**config.mk**
```make
export PLATFORM = sky130hd
export DESIGN_NAME = pool_lin_drain_flat
export DESIGN_NICKNAME = d
export VERILOG_FILES = /design/src/rtl/pool_lin_drain_if.sv /design/src/rtl/pool_lin_drain.sv /design/src/flat_wrapper.sv
export SDC_FILE = /design/constraint.sdc
export NUM_CORES = 1
export LEC_CHECK = 0
export CORE_MARGIN = 4
export CORE_UTILIZATION = 35
export CTS_BUF_LIST = sky130_fd_sc_hd__clkbuf_4
export CTS_CLUSTER_DIAMETER = 120
export DETAILED_ROUTE_END_ITERATION = 12
export HOLD_SLACK_MARGIN = 0.15
export PLACE_DENSITY = 0.63
export SLEW_MARGIN = 30
export SYNTH_ARGS = -nofsm -noshare
export SYNTH_HDL_FRONTEND = slang
export SYNTH_SLANG_ARGS = --single-unit
```
**constraint.sdc**
```tcl
create_clock -name clk -period 5.1 [get_ports clk]
set_clock_uncertainty 0.05 [all_clocks]
set_input_delay 1.02 -clock clk [delete_from_list [all_inputs] [get_ports clk]]
set_output_delay 1.02 -clock clk [all_outputs]
set_load 0.01 [all_outputs]
```
**src/rtl/pool_lin_drain_if.sv**
```systemverilog
// Byte stream from the pooled-line drain to the linear layer.
// The master drives the tagged byte and its valid flag; the slave drives ready.
interface pool_lin_drain_if #(
  parameter int DW = 8,
  parameter int RW = 2
);
  logic          out_vld;
  logic          out_rdy;
  logic [DW-1:0] out_data;
  logic [1:0]    out_ch;
  logic [1:0]    out_col;
  logic [RW-1:0] out_row;
  logic          out_last;

  modport master (
    output out_vld, out_data, out_ch, out_col, out_row, out_last,
    input  out_rdy
  );

  modport slave (
    input  out_vld, out_data, out_ch, out_col, out_row, out_last,
    output out_rdy
  );
endinterface

```
**src/rtl/pool_lin_drain.sv**
```systemverilog
// Snapshots each completed 3x3 pooled row into a 2-entry ping-pong buffer and
// streams it byte by byte, channel-major, with ch/col/row/last tags.
module pool_lin_drain #(
  parameter int ROWS = 3,
  parameter int DW   = 8
) (
  input  logic                clk,
  input  logic                rst_n,
  input  logic                line_done,
  input  logic [3*DW-1:0]     pool_lin_D1,
  input  logic [3*DW-1:0]     pool_lin_D2,
  input  logic [3*DW-1:0]     pool_lin_D3,
  pool_lin_drain_if.master    strm,
  output logic                ovf,
  output logic                busy
);
  localparam int RW = (ROWS > 1) ? $clog2(ROWS) : 1;

  logic [9*DW-1:0] ent_dat [2];
  logic [RW-1:0]   ent_row [2];
  logic            wptr;
  logic            rptr;
  logic [1:0]      count;
  logic [3:0]      idx;
  logic [RW-1:0]   row_cnt;

  logic            vld;
  logic            xfer;
  logic            pop;
  logic            accept;
  logic [9*DW-1:0] cur;
  logic [DW-1:0]   sel_byte;
  logic [1:0]      ch;
  logic [1:0]      col;
  logic [3:0]      ch_base;

  assign vld    = (count != 2'd0);
  assign xfer   = vld && strm.out_rdy;
  assign pop    = xfer && (idx == 4'd8);
  // With both entries full, wptr == rptr, so a capture is only safe if that entry leaves now.
  assign accept = line_done && ((count != 2'd2) || pop);

  always_ff @(posedge clk or negedge rst_n) begin
    if (!rst_n) begin
      wptr    <= 1'b0;
      rptr    <= 1'b0;
      count   <= 2'd0;
      idx     <= 4'd0;
      row_cnt <= '0;
      ovf     <= 1'b0;
    end else begin
      if (accept) begin
        wptr    <= ~wptr;
        row_cnt <= (row_cnt == RW'(ROWS - 1)) ? '0 : row_cnt + 1'b1;
      end else if (line_done) begin
        ovf <= 1'b1;
      end

      if (pop) begin
        idx  <= 4'd0;
        rptr <= ~rptr;
      end else if (xfer) begin
        idx <= idx + 4'd1;
      end

      case ({accept, pop})
        2'b10:   count <= count + 2'd1;
        2'b01:   count <= count - 2'd1;
        default: count <= count;
      endcase
    end
  end

  // Payload storage carries no reset: contents are meaningless until captured.
  always_ff @(posedge clk) begin
    if (accept) begin
      ent_dat[wptr] <= {pool_lin_D3, pool_lin_D2, pool_lin_D1};
      ent_row[wptr] <= row_cnt;
    end
  end

  always_comb begin
    ch      = 2'd0;
    ch_base = 4'd0;
    if (idx >= 4'd6) begin
      ch      = 2'd2;
      ch_base = 4'd6;
    end else if (idx >= 4'd3) begin
      ch      = 2'd1;
      ch_base = 4'd3;
    end
    col      = 2'(idx - ch_base);
    cur      = ent_dat[rptr];
    sel_byte = cur[idx*DW +: DW];
  end

  always_comb begin
    strm.out_vld  = vld;
    strm.out_data = vld ? sel_byte : '0;
    strm.out_ch   = vld ? ch : 2'd0;
    strm.out_col  = vld ? col : 2'd0;
    strm.out_row  = vld ? ent_row[rptr] : '0;
    strm.out_last = vld && (idx == 4'd8) && (ent_row[rptr] == RW'(ROWS - 1));
  end

  assign busy = vld;

endmodule
```
**src/flat_wrapper.sv**
```systemverilog
// flat-port wrapper written by rule: the top's interface ports become plain ports
module pool_lin_drain_flat 
#(
  parameter int ROWS = 3,
  parameter int DW   = 8
)
  (clk, rst_n, line_done, pool_lin_D1, pool_lin_D2, pool_lin_D3, ovf, busy, strm_out_vld, strm_out_data, strm_out_ch, strm_out_col, strm_out_row, strm_out_last, strm_out_rdy);
  pool_lin_drain_if #(.DW(DW)) strm_i ();
  input  logic clk;
  input  logic rst_n;
  input  logic line_done;
  input  logic [3*DW-1:0] pool_lin_D1;
  input  logic [3*DW-1:0] pool_lin_D2;
  input  logic [3*DW-1:0] pool_lin_D3;
  output logic ovf;
  output logic busy;
  output wire logic [$bits(strm_i.out_vld)-1:0] strm_out_vld;
  output wire logic [$bits(strm_i.out_data)-1:0] strm_out_data;
  output wire logic [$bits(strm_i.out_ch)-1:0] strm_out_ch;
  output wire logic [$bits(strm_i.out_col)-1:0] strm_out_col;
  output wire logic [$bits(strm_i.out_row)-1:0] strm_out_row;
  output wire logic [$bits(strm_i.out_last)-1:0] strm_out_last;
  input wire logic [$bits(strm_i.out_rdy)-1:0] strm_out_rdy;
  assign strm_out_vld = strm_i.out_vld;
  assign strm_out_data = strm_i.out_data;
  assign strm_out_ch = strm_i.out_ch;
  assign strm_out_col = strm_i.out_col;
  assign strm_out_row = strm_i.out_row;
  assign strm_out_last = strm_i.out_last;
  assign strm_i.out_rdy = strm_out_rdy;
  pool_lin_drain #(.ROWS(ROWS), .DW(DW)) u_core (.clk(clk), .rst_n(rst_n), .line_done(line_done), .pool_lin_D1(pool_lin_D1), .pool_lin_D2(pool_lin_D2), .pool_lin_D3(pool_lin_D3), .strm(strm_i), .ovf(ovf), .busy(busy));
endmodule
```
**Word-level counts from Yosys, hierarchy flattened**

Memory sizes are Yosys's and may differ from the RTL's.
Cells that the tools add are included.

- Register bits: 11
- Bits in writable memories: 148
- Bits of input ports: 76
- Output and inout bits: 18
- Word-level logic and storage cells: 49
- Memories kept: 2

- Add/sub/neg operators: 5
- $lt $le $gt $ge: 2
- Eq/ne operators: 6
- Shifts and indexed selects: 1
- Mux-type cells: 14
- Bitwise gates (word level): 3
- Reductions and logical operators: 10

Memories:

| name | words | width | rd ports | clocked after memory_dff | wr ports | RTL line | text |
|---|---|---|---|---|---|---|---|
| u_core.ent_dat | 2 | 72 | 1 | 0 | 1 | pool_lin_drain.sv:19 | `logic [9*DW-1:0] ent_dat [2];` |
| u_core.ent_row | 2 | 2 | 1 | 0 | 1 | pool_lin_drain.sv:20 | `logic [RW-1:0] ent_row [2];` |

Operators with widths:

| cell | number |
|---|---|
| 72-bit by 8-bit variable part select with 8-bit output | 1 |
| 2-bit 2-to-1 mux | 7 |
| 4-bit 2-to-1 mux | 2 |
| 8-bit 2-to-1 mux | 1 |
| 2-bit equality test (second input constant) | 3 |
| 2-bit nonzero test | 3 |
| 1-bit logical AND | 5 |
| 2-bit by 1-bit adder with 2-bit output (second input constant) | 2 |
| 4-bit by 1-bit adder with 4-bit output (second input constant) | 1 |
| 4-bit equality test (second input constant) | 1 |
| 4-bit by 2-bit greater-or-equal comparator with 1-bit output (second input constant) | 1 |
| 4-bit by 3-bit greater-or-equal comparator with 1-bit output (second input constant) | 1 |
| 2-bit one-hot mux with 2 select lines | 1 |
| 1-bit 2-to-1 mux | 3 |
| 1-bit inverter | 3 |
| 2-bit by 1-bit equality test with 1-bit output (second input constant) | 1 |
| 2-bit != test (second input constant) | 1 |
| 2-bit AND reduction | 1 |
| 2-bit by 1-bit subtractor with 2-bit output (second input constant) | 1 |
| 2-bit subtractor | 1 |
| 1-bit logical OR | 1 |

**Longest topological paths before layout**

Gate-level depths: netlist of the first run.

- Depth after elaboration: 7
- Gate-level depth with buffers: 11
- Gate-level depth less buffers: 9

**Worst setup path before layout of the first run**

OpenSTA, ideal clock, no wires.

- Kind: input port to flip-flop
- Start point: input port strm_out_rdy
- End point: memory u_core.ent_dat[0][0] (netlist bit) (enable)
- Setup time: 0.507 ns
- Arrival: 4.761 ns
- Required time: 4.543 ns
- Slack: -0.218 ns
- Stages: 4
- Buffers on the path: 0
- Cells stage by stage: o21ai_1 o21ai_0 nand2_1 nor2_1

- Word-level cells in the longest chain between the ends: 6

Ends and longest elaborated chain:

| what | RTL line | text |
|---|---|---|
| start: declaration | flat_wrapper.sv:23 | `input wire logic [$bits(strm_i.out_rdy)-1:0] strm_out_rdy;` |
| 1-bit logical AND | pool_lin_drain.sv:38 | `assign xfer = vld && strm.out_rdy;` |
| 1-bit logical AND | pool_lin_drain.sv:39 | `assign pop = xfer && (idx == 4'd8);` |
| 1-bit logical OR | pool_lin_drain.sv:41 | `assign accept = line_done && ((count != 2'd2) \|\| pop);` |
| 1-bit logical AND | pool_lin_drain.sv:41 |  |
| 1-bit 2-to-1 mux | pool_lin_drain.sv:76 | `if (accept) begin` |
| 1-bit 2-to-1 mux (not written as such) | pool_lin_drain.sv:77 | `ent_dat[wptr] <= {pool_lin_D3, pool_lin_D2, pool_lin_D1};` |
| end: declaration | pool_lin_drain.sv:19 |  |

No other way between the ends.

**Final worst setup path of the first run**

- Start point: register u_core.rptr
- End point: output port strm_out_data[4]

- Word-level cells in the longest chain between the ends: 3

Ends and longest elaborated chain:

| what | RTL line | text |
|---|---|---|
| start: declaration | pool_lin_drain.sv:22 | `logic rptr;` |
| start signal: assignment | pool_lin_drain.sv:61 | `rptr <= ~rptr;` |
| memory 2 x 72 bit | - |  |
| 72-bit by 8-bit variable part select with 8-bit output | pool_lin_drain.sv:94 | `sel_byte = cur[idx*DW +: DW];` |
| 8-bit 2-to-1 mux | pool_lin_drain.sv:99 | `strm.out_data = vld ? sel_byte : '0;` |
| end: declaration | flat_wrapper.sv:18 | `output wire logic [$bits(strm_i.out_data)-1:0] strm_out_data;` |

No other way between the ends.

==> results of run 1 <==
==> logic make-up (layout without fill, tap and decap cells) <==
family / Yosys count / count (layout) / share of synthesized area [%]
AND/OR/NAND/NOR: 46 / 46 / 3.80
buffers and inverters: 22 / 135 / 1.92
multiplexers: 44 / 44 / 13.4
flip-flops: 159 / 159 / 74.7
adder cells (fa/ha/maj): 5 / 5 / 0.991
AO/OA/AOI/OAI: 34 / 34 / 4.04
XOR/XNOR: 8 / 8 / 1.11
==> cell usage in the layout (no fill, tap or decap), types with 6 or more instances in the layout <==
| cell | instances |
|---|---|
| nor2_1 | 14 |
| edfxtp_1 | 148 |
| nor3_1 | 9 |
| clkdlybuf4s50_1 | 93 |
| a221oi_1 | 7 |
| dfrtp_1 | 10 |
| a21oi_1 | 8 |
| clkbuf_4 | 18 |
| clkinv_1 | 6 |
| mux4_2 | 25 |
| a221o_1 | 7 |
| mux2_2 | 9 |
==> layout make-up <==
type                            instances  share of cell area (%)
Sequential cell                       159                    61.1
Multi-Input combinational cell        137                    19.2
Timing Repair Buffer                  101                    13.3
Tap cell                              225                    3.64
Clock buffer                           18                    1.75
Clock inverter                         11                   0.696
Inverter                                5                   0.243
==> worst max-delay path: stages, from the launching register on <==
cell and delay (ns):
dfrtp_2 0.80, buf_12 0.30, mux4_2 0.52, a221oi_1 0.52
nor3_1 0.16, clkdlybuf4s50_1 0.51
==> worst paths after layout <==
kind | from | end | depth (start not counted)
min | u_core.ovf | u_core.ovf | 1
min reg2reg | u_core.ovf | u_core.ovf | 1
max | u_core.rptr | strm_out_data[4] | 5
max reg2reg | u_core.idx[0] | u_core.ent_dat[1][53] | 6
max in group asynchronous | rst_n | u_core.rptr | 1
min in group asynchronous | rst_n | u_core.idx[3] | 1
==> layer usage <==
metal	vias to the layer above	wire length, µm	part of all wire (%)
li1	1512	-	-
met1	1712	5680	43
met2	108	6410	49
met3	13	905	6.9
met4	2	142	1.1
met5	-	20	0.15
==> flip-flops by register name, summed over array words and instances, names as in the netlist <==
register	flops
u_core.ent_dat	144
u_core.ent_row	4
u_core.idx	4
u_core.count	2
u_core.row_cnt	2
u_core.ovf	1
u_core.rptr	1
u_core.wptr	1
==> through the flow <==
step,hold WS [ns],instance area [µm²]
after floorplan,0.428,6320
after global placement,0.416,7520
after detailed placement,0.425,7540
after CTS,0.456,7720
after global routing,0.478,7720
final,0.439,7720
==> power groups by stage <==
stage,logic (W),registers [W],clock network [W]
3_3_place_gp,0.00158,0.00197,0
5_1_grt,0.00171,0.00198,0.000646
6_report,0.00159,0.00194,0.000566
3_5_place_dp,0.00162,0.00198,0
4_1_cts,0.00162,0.00195,0.000592
2_1_floorplan,0.00105,0.00190,0
==> impl_metrics.env, run 1 <==
export IMPL_avgRoutedWirePerCell_um=20.0
export IMPL_total_number_of_placement_rows=48
export IMPL_first_pass_iters=4
export IMPL_netlist_top_cells_count="148 x edfxtp_1, 25 x mux4_2, 15 x nor2_1"
export IMPL_final_cells=656
export IMPL_register_area_um2=4720
export IMPL_internal_power_w=0.00275
export IMPL_switching_power_w=0.00135
export IMPL_power_combinational_fraction_pct=38.8
export IMPL_detailroute_via_count=3347
export IMPL_max_vdd_ir_drop_mv=0.299
export IMPL_hold_path_class="flop to flop"
export IMPL_clock_tree_from_tritoncts="done"
export IMPL_maxSlewHeadroom_pct=43.2
export IMPL_netlist_cell_type_count=39
export IMPL_use_met1_pct=18.6
export IMPL_leakagePower_nw=2.54
export IMPL_globalRouteMet2Util_pct=20.6
export IMPL_worst_ep_arrival_time_ns=3.34
export IMPL_cts_repair_resize_count=0
export IMPL_floorplan_io_pins=94
export IMPL_cts_bufs_inserted=17
export IMPL_worstPathRequired_ns=4.03
export IMPL_synth_top_area_share_pct=70.4
export IMPL_post_cts_repair_setup_buffers=0
export IMPL_cts_path_max_buffers=2
export IMPL_wl_um=13200
export IMPL_initial_antenna_violation_count=1
export IMPL_overflow=0
export IMPL_core_region_area_um2=17500
export IMPL_min_period_ns=4.41
export IMPL_worst_r2r_setup_slack_ns=2.13
export IMPL_clkSinkCount=159
export IMPL_finalSetupTns_ns=0
export IMPL_grt_start_max_net_pins=75
export IMPL_grt_busiest_layer="met2"
export IMPL_power_density_cell_area_nw_per_um2=531
export IMPL_dieHeight_um=142
export IMPL_fin_crit_sh_pct=86.5
export IMPL_synth_async_sr_flop_share_pct=6.92
export IMPL_overall_die_area_um2=20300
export IMPL_dp_worst_setup_slack_ns=1.19
export IMPL_top_area_cells_in_the_synthesized_netlist="edfxtp_1 70%, mux4_2 8.9%, dfrtp_1 4.4%"
export IMPL_yosys_register_bits=159
export IMPL_synthCells=318
export IMPL_grt_total_usage_pct=13.5
export IMPL_drv_slew=0
export IMPL_power_frac_clock_pct=13.8
export IMPL_result_of_the_run="complete, no violations"
export IMPL_timing_worst_setup_path_type="flop to output port"
export IMPL_synth_area_leader_cell="edfxtp_1"
export IMPL_via_count_of_the_first_global_routing_pass=3525
export IMPL_max_cap_violations=0
export IMPL_port_buffers=93
export IMPL_grt_pass1_wl_um=20100
export IMPL_yosys_warnings=0
export IMPL_utilization_pct=44.2
export IMPL_htreeDepth=4
export IMPL_postSynthAreaPerCell_um2=19.9
export IMPL_rsz_0062_raised_after_global_routing="no"
export IMPL_seq_power_share_pct=47.4
export IMPL_grtUsageMet3_pct=4.20
export IMPL_clk_latency_ns=0.53
export IMPL_drive_above_1_share_pct=16.5
export IMPL_final_setup_viol_count=0
export IMPL_maxClockFrequency_mhz=227
export IMPL_finalWeightedCongestion=0.723
export IMPL_diodes=0
export IMPL_clk_pin_slew_ns=0.12
export IMPL_initial_core_util_pct=36.1
export IMPL_flow_area_growth_from_synthesis_pct=22.3
export IMPL_fp_dieW_um=142
export IMPL_multi_input_area_um2=1490
export IMPL_synth_seq_area_share_pct=74.7
export IMPL_switching_share_pct=32.9
export IMPL_ctsHoldBuffers=0
export IMPL_syn_area_um2=6310
export IMPL_fin_nets=502
export IMPL_tightest_pin_transition_ns=0.848
export IMPL_route_detailed_drc=0
export IMPL_synth_edff_count=148
export IMPL_place_detailed_hpwl_um=8870
export IMPL_synth_flop_cell="edfxtp_1"
export IMPL_fillerInstances=1533
export IMPL_drt_vias_per_instance=5.10
export IMPL_placed_cells_incl_taps=627
export IMPL_cp_start_kind="flop"
export IMPL_timing_hold_violations_final=0
export IMPL_number_of_nets_with_antenna_violations_after_detailed_routing=0
export IMPL_worst_setup_path_end_kind="output port"
export IMPL_synth_net_count=399
export IMPL_crit_fanout=25
export IMPL_cts_root_buf="clkbuf_4"
export IMPL_totalPowerFinal_w=0.00410
export IMPL_post_route_worst_setup_slack_ns=0.687
export IMPL_post_synth_top_count_cell="edfxtp_1"
export IMPL_number_of_drc_markers_after_the_initial_detailed_route_iteration=261
(Power assumes the default switching activity.)
==> run 2, diff against run 1 <==
--- a/config.mk
+++ b/config.mk
@@ -6,13 +6,13 @@
 export NUM_CORES = 1
 export LEC_CHECK = 0
 export CORE_MARGIN = 4
-export CORE_UTILIZATION = 35
+export CORE_UTILIZATION = 50
 export CTS_BUF_LIST = sky130_fd_sc_hd__clkbuf_4
 export CTS_CLUSTER_DIAMETER = 120
 export DETAILED_ROUTE_END_ITERATION = 12
-export HOLD_SLACK_MARGIN = 0.15
-export PLACE_DENSITY = 0.63
+export PLACE_DENSITY = 0.83
 export SLEW_MARGIN = 30
 export SYNTH_ARGS = -nofsm -noshare
 export SYNTH_HDL_FRONTEND = slang
 export SYNTH_SLANG_ARGS = --single-unit
+export TNS_END_PERCENT = 1
==> run 2 against run 1 <==
- sequential share of layout area down 0.46 points
- largest power group unchanged
- total power increased by 7.0%
- clock power is 54% higher
- critical endpoint is now strm_out_data[6]
- via count rose by 1.9%
- clock-buffer cell count grew 3
==> impl_metrics.env, run 2 (synthesis results as in run 1) <==
export IMPL_result_of_the_run="complete, no violations"
export IMPL_detailroute_via_count=3411
export IMPL_finalWeightedCongestion=0.772
export IMPL_critical_path_reg2reg_startpoint="u_core.idx[1]"
export IMPL_drive_above_1_share_pct=18.1
export IMPL_final_area_um2=7790
export IMPL_hold_path_class="flop to flop"
export IMPL_via_count_of_the_first_global_routing_pass=3635
export IMPL_fin_crit_sh_pct=87.3
export IMPL_ctsHoldBuffers=0
export IMPL_maxClockFrequency_mhz=225
export IMPL_core_region_area_um2=12200
export IMPL_worst_setup_path_end_kind="output port"
export IMPL_grt_start_max_net_pins=75
export IMPL_placedInstanceArea_um2=7440
export IMPL_timing_hold_violations_final=0
export IMPL_clock_tree_from_tritoncts="done"
export IMPL_mostFrequentLayoutCells="148 x edfxtp_1, 93 x clkdlybuf4s50_1, 25 x mux4_2"
export IMPL_hold_slack_ns=0.447
export IMPL_floorplan_io_pins=94
export IMPL_layout_top_registers="u_core.ent_dat x144, u_core.ent_row x4, u_core.idx x4"
export IMPL_timing_hold_worst_start="u_core.ovf"
export IMPL_tightest_pin_transition_ns=0.803
export IMPL_fin_nets=500
export IMPL_initial_antenna_violation_count=0
export IMPL_initial_core_util_pct=51.7
export IMPL_grt_pass1_wl_um=19800
export IMPL_flip_flop_count_of_the_largest_register_after_layout=144
export IMPL_avgRoutedWirePerCell_um=21.6
export IMPL_cts_bufs_inserted=17
export IMPL_max_vdd_ir_drop_mv=0.238
export IMPL_first_pass_iters=5
export IMPL_drv_slew=0
export IMPL_total_number_of_placement_rows=40
export IMPL_diodes=0
export IMPL_dieHeight_um=120
export IMPL_clk_latency_ns=0.54
export IMPL_leakagePower_nw=2.60
export IMPL_worstPathRequired_ns=4.03
export IMPL_cts_root_buf="clkbuf_4"
export IMPL_crit_fanout=22
export IMPL_worst_ep_arrival_time_ns=3.38
export IMPL_rsz_0062_raised_after_global_routing="no"
export IMPL_worst_r2r_setup_slack_ns=1.77
export IMPL_min_period_ns=4.45
export IMPL_number_of_nets_with_antenna_violations_after_detailed_routing=0
export IMPL_overflow=0
export IMPL_drt_vias_per_instance=5.69
export IMPL_port_buffers=93
export IMPL_cts_repair_resize_count=0
export IMPL_flow_area_growth_from_synthesis_pct=23.3
export IMPL_timing_worst_setup_path_type="flop to output port"
export IMPL_clk_pin_slew_ns=0.11
export IMPL_cp_start_kind="flop"
export IMPL_power_density_cell_area_nw_per_um2=564
export IMPL_utilization_pct=63.8
export IMPL_maxSlewHeadroom_pct=46.5
export IMPL_route_detailed_drc=0
export IMPL_cts_path_max_buffers=2
export IMPL_number_of_drc_markers_after_the_initial_detailed_route_iteration=341
export IMPL_grt_total_usage_pct=18.7
export IMPL_place_detailed_hpwl_um=8610
export IMPL_layout_cells_most_common="edfxtp_1"
export IMPL_fp_dieW_um=120
export IMPL_startpoint="u_core.idx[1]"
export IMPL_overall_die_area_um2=14500
export IMPL_finalSetupTns_ns=0
export IMPL_post_cts_repair_setup_buffers=0
export IMPL_regMostFlops="u_core.ent_dat"
export IMPL_final_setup_viol_count=0
export IMPL_max_cap_violations=0
export IMPL_htreeDepth=4
export IMPL_clkSinkCount=159
export IMPL_wl_um=13000
run 2: cell types whose count changed in the layout (fill, tap and decap cells not counted), moves of 2 or more:
cell,before,now
clkinv_1,6,2
bufinv_16,0,5
clkinv_2,4,1
clkinvlp_4,2,4
clkbuf_4,18,21
run 2: worst paths after layout:
check	to	depth (start not counted)
worst min-delay path	u_core.ovf	1
worst min register to register	u_core.ovf	1
worst max-delay path	strm_out_data[6]	5
worst max register to register	u_core.ent_dat[1][51]	6
min in group asynchronous	u_core.row_cnt[0]	1
max in group asynchronous	u_core.rptr	1
run 2: stage by stage:
| stage | cells | setup WS (ns) | power [W] |
|---|---|---|---|
| floorplan | 318 | 1.02 | 0.00294 |
| global placement | 568 | 1.22 | 0.00349 |
| detailed placement | 568 | 1.23 | 0.00356 |
| CTS | 600 | 0.628 | 0.00443 |
| global route | 600 | 0.277 | 0.00461 |
| finish | 600 | 0.649 | 0.00439 |
run 2: critical path: stages, from the launching register on:
cell             delay (ns)
dfrtp_1                0.88
clkinv_1               0.53
a2111oi_0              0.46
nor4_1                 0.12
a311o_1                0.35
clkdlybuf4s50_1        0.49
run 2: layer usage:
metal	up-vias	track usage (%)	wire length (µm)
met5	-	0	0
met4	0	6.30	268
met3	26	6.64	956
met2	149	29.9	6510
met1	1723	24.0	5230
li1	1513	-	-
run 2: power breakdown:
part           total (W)  internal (W)  switching (W)  leakage [nW]
sequential       0.00201       0.00179       0.000219          1.50
clock           0.000869      0.000457       0.000412         0.173
combinational    0.00151      0.000765       0.000747         0.918
run 2: final cells by class:
cell class	instances	area [µm²]
fillers	855	4420
well taps	168	210
clock buffers	21	158
inverters	5	18.8
flip-flops and latches	159	4720
clock inverters	11	189
multi-input cells	137	1490
repair buffers	99	1000
==> run 3, diff against run 2 <==
==> constraint.sdc (replaced) <==
create_clock -name clk -period 5.1 [get_ports clk]
set_clock_uncertainty 0.05 [all_clocks]
set_input_delay 1.02 -clock clk [delete_from_list [all_inputs] [get_ports clk]]
set_output_delay 1.02 -clock clk [all_outputs]
set_load 0.05 [all_outputs]
==> run 3 against run 2 <==
- non-clock buffer count up 2
- clock power down 12%
- critical endpoint is now strm_out_col[1]
- highest routed layer unchanged
- die area unchanged
- first-iteration DRC count down 1.2%
==> impl_metrics.env, run 3 (synthesis results as in run 1) <==
export IMPL_core_region_area_um2=12200
export IMPL_mostFrequentLayoutCells="148 x edfxtp_1, 93 x clkdlybuf4s50_1, 25 x mux4_2"
export IMPL_post_route_worst_setup_slack_ns=0.501
export IMPL_post_cts_repair_setup_buffers=0
export IMPL_fin_nets=502
export IMPL_cts_root_buf="clkbuf_4"
export IMPL_maxSlewHeadroom_pct=53.6
export IMPL_seq_power_share_pct=41.9
export IMPL_internal_power_w=0.00292
export IMPL_cts_bufs_inserted=17
export IMPL_crit_fanout=26
export IMPL_htreeDepth=4
export IMPL_drt_vias_per_instance=5.51
export IMPL_switching_share_pct=37.3
export IMPL_power_density_cell_area_nw_per_um2=599
export IMPL_floorplan_io_pins=94
export IMPL_clock_tree_from_tritoncts="done"
export IMPL_flow_area_growth_from_synthesis_pct=22.9
export IMPL_dieHeight_um=120
export IMPL_cts_repair_resize_count=0
export IMPL_diodes=0
export IMPL_min_period_ns=4.60
export IMPL_hold_path_class="flop to flop"
export IMPL_first_pass_iters=4
export IMPL_cts_path_max_buffers=2
export IMPL_ctsHoldBuffers=0
export IMPL_regMostFlops="u_core.ent_dat"
export IMPL_grt_start_max_net_pins=75
export IMPL_timing_worst_setup_path_type="flop to output port"
export IMPL_fin_crit_sh_pct=90.2
export IMPL_overflow=0
export IMPL_flip_flop_count_of_the_largest_register_after_layout=144
export IMPL_drv_slew=0
export IMPL_worst_setup_path_end_kind="output port"
export IMPL_port_buffers=93
export IMPL_tightest_pin_transition_ns=0.695
export IMPL_layout_top_registers="u_core.ent_dat x144, u_core.ent_row x4, u_core.idx x4"
export IMPL_rsz_0062_raised_after_global_routing="no"
export IMPL_route_detailed_drc=0
export IMPL_leakagePower_nw=2.59
export IMPL_overall_die_area_um2=14500
export IMPL_fp_dieW_um=120
export IMPL_dp_worst_setup_slack_ns=1.10
export IMPL_power_frac_clock_pct=16.5
export IMPL_fillerInstances=863
export IMPL_worst_ep_arrival_time_ns=3.53
export IMPL_hold_slack_ns=0.448
export IMPL_worstPathRequired_ns=4.03
export IMPL_avgRoutedWirePerCell_um=20.9
export IMPL_number_of_nets_with_antenna_violations_after_detailed_routing=0
export IMPL_timing_hold_violations_final=0
export IMPL_grt_pass1_wl_um=19700
export IMPL_place_detailed_hpwl_um=8590
export IMPL_initial_antenna_violation_count=0
export IMPL_detailroute_via_count=3320
export IMPL_drive_above_1_share_pct=17.7
export IMPL_total_number_of_placement_rows=40
export IMPL_via_count_of_the_first_global_routing_pass=3601
export IMPL_final_area_um2=7760
export IMPL_grt_total_usage_pct=18.1
export IMPL_finalWeightedCongestion=0.783
export IMPL_switching_power_w=0.00174
export IMPL_multi_input_area_um2=1480
export IMPL_power_combinational_fraction_pct=41.6
export IMPL_layout_cells_most_common="edfxtp_1"
export IMPL_clk_latency_ns=0.52
export IMPL_number_of_drc_markers_after_the_initial_detailed_route_iteration=337
export IMPL_clkSinkCount=159
export IMPL_clk_pin_slew_ns=0.12
export IMPL_max_cap_violations=0
export IMPL_placedInstanceArea_um2=7460
export IMPL_finalSetupTns_ns=0
export IMPL_wl_um=12600
export IMPL_initial_core_util_pct=51.7
export IMPL_final_setup_viol_count=0
export IMPL_result_of_the_run="complete, no violations"
export IMPL_cp_start_kind="flop"
export IMPL_utilization_pct=63.6
export IMPL_max_vdd_ir_drop_mv=0.351
export IMPL_register_area_um2=4720
export IMPL_maxClockFrequency_mhz=217
==> run 3: layout make-up <==
type                            instances  area share, %
Clock buffer                           18           1.74
Clock inverter                         14           2.13
Inverter                                5          0.242
Multi-Input combinational cell        137           19.1
Sequential cell                       159           60.8
Tap cell                              168           2.71
Timing Repair Buffer                  101           13.3
==> run 3: path summary, 6_finish.rpt <==
kind / to / slack (ns) / cells after the start / start
setup / recovery: strm_out_col[1] / 0.50 / 9 / u_core.idx[0]
hold / removal: u_core.ovf / 0.45 / 1 / u_core.ovf
setup reg to reg: u_core.ent_dat[0][19] / 1.80 / 7 / u_core.idx[0]
hold reg to reg: u_core.ovf / 0.45 / 1 / u_core.ovf
max in group asynchronous: u_core.rptr / 3.82 / 1 / rst_n
min in group asynchronous: u_core.ovf / 0.78 / 1 / rst_n
==> run 3: power groups by stage <==
stage | clock network, W | logic (W) | registers (W)
2_1_floorplan | 0 | 0.00141 | 0.00190
3_3_place_gp | 0 | 0.00191 | 0.00196
3_5_place_dp | 0 | 0.00194 | 0.00198
4_1_cts | 0.000788 | 0.00195 | 0.00195
5_1_grt | 0.000842 | 0.00206 | 0.00198
6_report | 0.000769 | 0.00193 | 0.00195
==> run 3: routing by layer <==
layer	track usage [%]	share of wire [%]	vias to the layer above
li1	-	-	1512
met1	24.1	41	1666
met2	29.4	52	128
met3	5.61	6.0	14
met4	4.75	1.4	0
met5	0	0	-
==> run 3: critical path, stage by stage, from the launching register on <==
cell and delay (ns):
dfrtp_1 0.76, buf_4 0.44, ha_1 0.26, mux2i_1 0.10, nor2_1 0.12, ha_1 0.18
xnor2_1 0.14, xnor2_1 0.11, nor2_1 0.09, clkdlybuf4s50_1 0.81
==> run 3: through the flow <==
stage | cells | power [W]
3_5_place_dp | 570 | 0.00392
2_1_floorplan | 318 | 0.00330
4_1_cts | 602 | 0.00469
6_report | 602 | 0.00465
5_1_grt | 602 | 0.00489
3_3_place_gp | 570 | 0.00387
